### src/rtl/seq_chunked_addsub_nbit.sv
// seq_chunked_addsub_nbit
//   Multi-cycle add/subtract unit. An N-bit operand pair is processed CHUNK bits per clock,
//   least-significant chunk first, through one CHUNK-bit adder and a registered carry.
//   Subtraction is performed as a + ~b + ~cin, so cout = 1 means "no borrow".
//
// Ports
//   clk        clock, all state on the rising edge
//   rst        asynchronous active-high reset
//   in_valid   operand set valid
//   in_ready   unit can accept operands (IDLE only, low while rst is high)
//   a, b       N-bit operands
//   cin        carry-in (add) / borrow-in (sub)
//   sub        0: a+b+cin, 1: a-b-cin
//   out_valid  result valid, held until taken
//   out_ready  consumer takes the result
//   sum        N-bit result, modulo 2^N
//   cout       carry-out (sub: 1 = no borrow)
//   ovf        signed two's-complement overflow
module seq_chunked_addsub_nbit #(
  parameter int unsigned N     = 32,
  parameter int unsigned CHUNK = 8
) (
  input  logic         clk,
  input  logic         rst,
  input  logic         in_valid,
  output logic         in_ready,
  input  logic [N-1:0] a,
  input  logic [N-1:0] b,
  input  logic         cin,
  input  logic         sub,
  output logic         out_valid,
  input  logic         out_ready,
  output logic [N-1:0] sum,
  output logic         cout,
  output logic         ovf
);

  localparam int unsigned Steps = (CHUNK >= 1) ? N / CHUNK : 1;
  localparam int unsigned CntW  = (Steps > 1) ? $clog2(Steps) : 1;
  localparam int unsigned IdxW  = (N > 1) ? $clog2(N) : 1;
  localparam logic [CntW-1:0] LastCnt = CntW'(Steps - 1);

  if (CHUNK < 1) begin : g_chk_chunk
    $error("seq_chunked_addsub_nbit: CHUNK must be at least 1");
  end else if ((N % CHUNK) != 0) begin : g_chk_div
    $error("seq_chunked_addsub_nbit: N must be a multiple of CHUNK");
  end

  typedef enum logic [1:0] {StIdle, StBusy, StDone} state_e;

  state_e          state_q, state_d;
  logic [N-1:0]    a_q, a_d;
  logic [N-1:0]    b_q, b_d;     // already inverted for subtraction
  logic            carry_q, carry_d;
  logic [CntW-1:0] cnt_q, cnt_d;
  logic [N-1:0]    sum_q, sum_d;
  logic            cout_q, cout_d;
  logic            ovf_q, ovf_d;

  logic [IdxW-1:0]  base_idx;
  logic [CHUNK-1:0] a_chunk;
  logic [CHUNK-1:0] b_chunk;
  logic [CHUNK:0]   add_res;
  logic             msb_carry_in;

  // Chunk datapath: one CHUNK-bit ripple add per cycle.
  always_comb begin
    base_idx     = IdxW'(32'(cnt_q) * CHUNK);
    a_chunk      = a_q[base_idx +: CHUNK];
    b_chunk      = b_q[base_idx +: CHUNK];
    add_res      = {1'b0, a_chunk} + {1'b0, b_chunk} + {{CHUNK{1'b0}}, carry_q};
    // Carry into the chunk MSB recovered from the MSB sum bit.
    msb_carry_in = a_chunk[CHUNK-1] ^ b_chunk[CHUNK-1] ^ add_res[CHUNK-1];
  end

  always_comb begin
    state_d = state_q;
    a_d     = a_q;
    b_d     = b_q;
    carry_d = carry_q;
    cnt_d   = cnt_q;
    sum_d   = sum_q;
    cout_d  = cout_q;
    ovf_d   = ovf_q;
    unique case (state_q)
      StIdle: begin
        if (in_valid) begin
          a_d     = a;
          b_d     = b ^ {N{sub}};
          carry_d = sub ? ~cin : cin;
          cnt_d   = '0;
          state_d = StBusy;
        end
      end
      StBusy: begin
        sum_d[base_idx +: CHUNK] = add_res[CHUNK-1:0];
        carry_d                  = add_res[CHUNK];
        if (cnt_q == LastCnt) begin
          cout_d  = add_res[CHUNK];
          ovf_d   = msb_carry_in ^ add_res[CHUNK];
          cnt_d   = '0;
          state_d = StDone;
        end else begin
          cnt_d = cnt_q + CntW'(1);
        end
      end
      StDone: begin
        if (out_ready) begin
          state_d = StIdle;
        end
      end
      default: state_d = StIdle;
    endcase
  end

  always_ff @(posedge clk or posedge rst) begin
    if (rst) begin
      state_q <= StIdle;
      a_q     <= '0;
      b_q     <= '0;
      carry_q <= 1'b0;
      cnt_q   <= '0;
      sum_q   <= '0;
      cout_q  <= 1'b0;
      ovf_q   <= 1'b0;
    end else begin
      state_q <= state_d;
      a_q     <= a_d;
      b_q     <= b_d;
      carry_q <= carry_d;
      cnt_q   <= cnt_d;
      sum_q   <= sum_d;
      cout_q  <= cout_d;
      ovf_q   <= ovf_d;
    end
  end

  assign in_ready  = (state_q == StIdle) && !rst;
  assign out_valid = (state_q == StDone);
  assign sum       = sum_q;
  assign cout      = cout_q;
  assign ovf       = ovf_q;

endmodule

### config.mk
export PLATFORM = sky130hd
export DESIGN_NAME = seq_chunked_addsub_nbit
export DESIGN_NICKNAME = d
export VERILOG_FILES = /design/src/rtl/seq_chunked_addsub_nbit.sv
export SDC_FILE = /design/constraint.sdc
export NUM_CORES = 1
export LEC_CHECK = 0
export BUFFER_PORTS_ARGS = -buffer_cell sky130_fd_sc_hd__buf_4
export CAP_MARGIN = 20
export CORE_UTILIZATION = 53
export CTS_BUF_LIST = sky130_fd_sc_hd__clkbuf_16
export DETAILED_ROUTE_END_ITERATION = 12
export PLACE_DENSITY = 0.81
export SYNTH_ARGS = -nofsm -noshare
export SYNTH_HDL_FRONTEND = slang
export SYNTH_SLANG_ARGS = --single-unit
### constraint.sdc
create_clock -name clk -period 3.9 [get_ports clk]
set_clock_uncertainty 0.15 [all_clocks]
set_input_delay 0.39 -clock clk [delete_from_list [all_inputs] [get_ports clk]]
set_output_delay 0.39 -clock clk [all_outputs]
set_load 0.02 [all_outputs]
# Word-level counts from Yosys, hierarchy flattened
# Index checks and enable logic that the tools add are counted.
# W data, S select, Z words.
[totals]
ff_bits = 103
wordCells = 46
[classes]
add_sub_neg = 4
eq_ne = 6
shift = 4
mux = 11
n_bitwise = 5
n_reduce_logical = 8
[ops]
columns = ["operator", "count"]
rows = [
  ["$shiftx A32 B6 Y8", 2],
  ["$bwmux W32", 1],
  ["$shift A8 B7 Y32 const A", 1],
  ["$shiftx A8 B7 Y32", 1],
  ["$xor A32 B32 Y32", 1],
  ["$mux W2", 5],
  ["$add A8 B8 Y9", 1],
  ["$add A9 B1 Y9", 1],
  ["$neg A5 Y7", 1],
  ["$pmux W2 S3", 1],
  ["$reduce_and A2 Y1", 3],
  ["$eq A2 B2 Y1 const B", 2],
  ["$ne A2 B2 Y1 const B", 2],
  ["$pmux W2 S2", 1],
  ["$reduce_and A3 Y1", 1],
  ["$xor A1 B1 Y1", 3],
  ["$add A2 B1 Y2 const B", 1],
  ["$eq A2 B1 Y1 const B", 1],
  ["$logic_not A2 Y1", 1],
  ["$mux W1", 2],
  ["$ne A2 B1 Y1 const B", 1],
  ["$pmux W1 S2", 1],
  ["$reduce_bool A2 Y1", 1],
  ["$logic_and A1 B1 Y1", 1],
  ["other kinds (2)", 2],
]

# Longest topological paths before layout
[depth]
depth_word = 5
mapped_depth = 10
mapped_depth_nobuf = 9

# Least setup slack after synthesis
# OpenSTA, ideal clock, no wires.
[synth_path]
path_kind = "register to register"
from = "register cnt_q[0]"
to = "register ovf_q, in the netlist ovf"
t_arrival_ns = 2.638
required_time_ns = 3.623
setup_slack_ns = 0.985
stages_incl_launch_ff = 11
path_buffers = 1
period_less_slack_ns = 2.915
cell_sequence = "dfrtp_1 > buf_4 > mux4_2 > fa_1 > inv_1 > fa_1 > nand2b_1 > a21oi_1 > a41oi_1 > xor2_1 > o21ai_0"
[synth_via]
elab_chain_len = 5
[synth_lines]
columns = ["item", "line_no", "source"]
rows = [
  ["from (decl)", "55", "logic [CntW-1:0] cnt_q, cnt_d;"],
  ["from (signal assigned)", "131", "cnt_q <= cnt_d;"],
  ["$shiftx A32 B6 Y8 (on tied branches)", "69, 70", ""],
  ["$add A8 B8 Y9", "71", "add_res = {1'b0, a_chunk} + {1'b0, b_chunk} + {{CHUNK{1'b0}}, carry_q};"],
  ["$add A9 B1 Y9", "71", ""],
  ["$xor A1 B1 Y1", "73", "msb_carry_in = a_chunk[CHUNK-1] ^ b_chunk[CHUNK-1] ^ add_res[CHUNK-1];"],
  ["$xor A1 B1 Y1", "100", "ovf_d = msb_carry_in ^ add_res[CHUNK];"],
  ["to (signal assigned)", "134", "ovf_q <= ovf_d;"],
  ["to (decl)", "58", "logic ovf_q, ovf_d;"],
]
# Several ways; a longest one is shown, not always the timed one.
# A chain may end at the register's enable or synchronous reset.

# Final worst setup path
# Same ends and word-level chain as after synthesis.

==> flow_summary.ini <==
[cts]
cts_hold_buf = 0
clockRootBuffer = clkbuf_16
post_cts_resized = 0
numClockSinks = 103
clk_pin_slew_ns = 0.06
cts_setup_buffers = 0
cts_tree = done
clockBufferDepth = 2
clk_latency_ns = 0.34
cts-htree-levels = 3
tritoncts.num_buffers = 9

[power]
combinationalPowerShare_pct = 55.0
cellLeakagePower_uw = 0.00277
p_int_uw = 3550
ir_drop_mv = 0.527
swShare_pct = 42.4
clkPwrFrac_pct = 15.0
seq_power_share_pct = 29.9
switching_power_uw = 2620
p_total_uw = 6170
power_density_nw_per_um2 = 1010

[floorplanning]
chipHeight_um = 98.5
fp-row-count = 34
start_util_pct = 55.8
chipWidth_um = 98.5
io-pin-count = 106
coreArea_um2 = 8850
die-area_um2 = 9700

[detailed_routing]
viasPerCell = 5.70
final_antenna_net_count = 0
wire_per_inst_um = 17.9
vias = 3452
dr.first_iter.drc_count = 221
drcViolationCount = 1
drt-total-wl_um = 10800
firstDrtPassIters = 11

[global_routing]
overflow = 0
grt_max_degree = 101
grt_pass1_vias = 3526
grt_antenna_before_repair = 0
track_usage_pct = 24.1
grt_pass1_wl_um = 17900

[synthesis]
synth_nets = 478
synthDistinctLibCells = 45
synth.cell_area_um2 = 4940
yosys_register_bits = 103
yosysSeqAreaShare_pct = 52.2
postSynthCellCount = 393
syn_avg_cell_area_um2 = 12.6
yosysWarnings = 0

[timing]
slew_headroom_pct = 38.1
fin_crit_sh_pct = 83.0
period_needed_ns = 3.24
hold_viol = 0
final-setup-viol-count = 0
hold_slack_ns = 0.103
tns_ns = 0
worst-slew-pin-transition_ns = 0.929
maxSlewViolCount = 0
rsz0062_at_grt = no
max_freq_mhz = 309

[placed_design]
gp_congestion = 0.903
io_buffers = 105
dp_hpwl_um = 7610

[worst_hold_path]
min_path_type = input port to register

[setup_path]
critical_path_required_ns = 3.97
critPathKind = register to register
setup.worst_path.start_class = register
path_max_fanout = 15
arrival_ns = 3.30
critPathCaptureType = register

[layout]
layout_commonest_cell = buf_4
n_antenna_cell = 0
fillCellCount = 639
area_growth_pct = 24.0
fin_util_pct = 69.1
drive_gt1_share_pct = 38.2
nets = 579
final_cell_mix = buf_4 (109), dfrtp_1 (103), a21oi_1 (36)

[run_status]
violations = DRC
status = finished with violations

[flow_run]
maxCapViolCount = 0
==> cell usage after synthesis, drive strengths merged <==
cell,n,share of area (%)
dfrtp,103,52
a21oi,36,3.7
nor2,35,2.7
xnor2,34,6.0
mux2,32,7.3
nand2,21,2.1
a22o,20,3.5
buf,19,2.0
o21ai,17,2.0
mux4,16,7.3
ha,13,3.3
inv,8,0.61
xor2,6,1.2
nand2b,4,0.51
a21o,3,0.46
nor3,3,0.51
fa,2,0.81
nor3b,2,0.30
o21bai,2,0.30
or3,2,0.25
a211o,1,0.18
a211oi,1,0.25
a22oi,1,0.15
a31o,1,0.18
a41oi,1,0.18
and2,1,0.18
and2b,1,0.15
clkbuf,1,0.076
nand4b,1,0.18
nor4,1,0.25
nor4b,1,0.48
o22a,1,0.20
o22ai,1,0.13
o31ai,1,0.15
or4,1,0.23
==> layout make-up <==
cell class	instances	area, µm²	area share (%)
Clock buffer	9	225	3.68
Clock inverter	6	78.8	1.29
Inverter	8	32.5	0.532
Multi-Input combinational cell	262	2230	36.5
Sequential cell	103	2580	42.1
Tap cell	108	135	2.21
Timing Repair Buffer	110	838	13.7
==> power groups by stage <==
stage          combinational (µW)  clock, µW  sequential (µW)
6_report                     3390        926             1850
3_5_place_dp                 3300          0             1860
4_1_cts                      3360        928             1850
3_3_place_gp                 3140          0             1830
5_1_grt                      3630        972             1910
2_1_floorplan                2360          0             1860
==> worst max-delay path: stages (launching register included) <==
cell and delay, ns:
dfrtp_1 0.35, buf_4 0.28, mux4_2 0.56, fa_1 0.47, inv_1 0.11, fa_1 0.22, nand2b_1 0.12, a21oi_1 0.10
a41oi_1 0.45, xor2_1 0.20, o21ai_0 0.09
==> registers in the layout, summed over array words and instances, names as in the netlist <==
| register | cells |
|---|---|
| a_q | 32 |
| b_q | 32 |
| sum | 32 |
| cnt_q | 2 |
| state_q | 2 |
| carry_q | 1 |
| cout | 1 |
| ovf | 1 |
==> per-layer routing <==
layer	global-route usage (%)	share of wire, %	wire length (µm)
met1	30.6	40	4370
met2	41.5	52	5610
met3	4.75	5.2	561
met4	8.50	2.8	307
met5	0	0	0
==> cells by family after synthesis <==
kind of cell,share of synthesized area (%)
flip-flops,52.2
AO/OA/AOI/OAI,11.3
buffers and inverters,2.69
adder cells (fa/ha/maj),4.11
AND/OR/NAND/NOR,7.81
multiplexers,14.6
XOR/XNOR,7.25
==> final timing paths <==
check,from,end,slack [ns],depth (start not counted)
max in group asynchronous,rst,a_q[26],2.58,3
hold reg to reg,sum[26],sum[26],0.34,2
setup / recovery,cnt_q[0],ovf,0.66,10
min in group asynchronous,rst,cout,0.13,2
hold / removal,out_ready,state_q[1],0.10,2
setup reg to reg,cnt_q[0],ovf,0.66,10
==> stage by stage <==
stage	setup slack, ns	cell area [µm²]	cells
3_5_place_dp	0.784	5810	591
3_3_place_gp	0.951	5810	591
5_1_grt	0.502	6120	606
4_1_cts	0.706	6120	606
2_1_floorplan	0.656	4940	393
6_report	0.661	6120	606
Power figures use the tool's default switching activity.
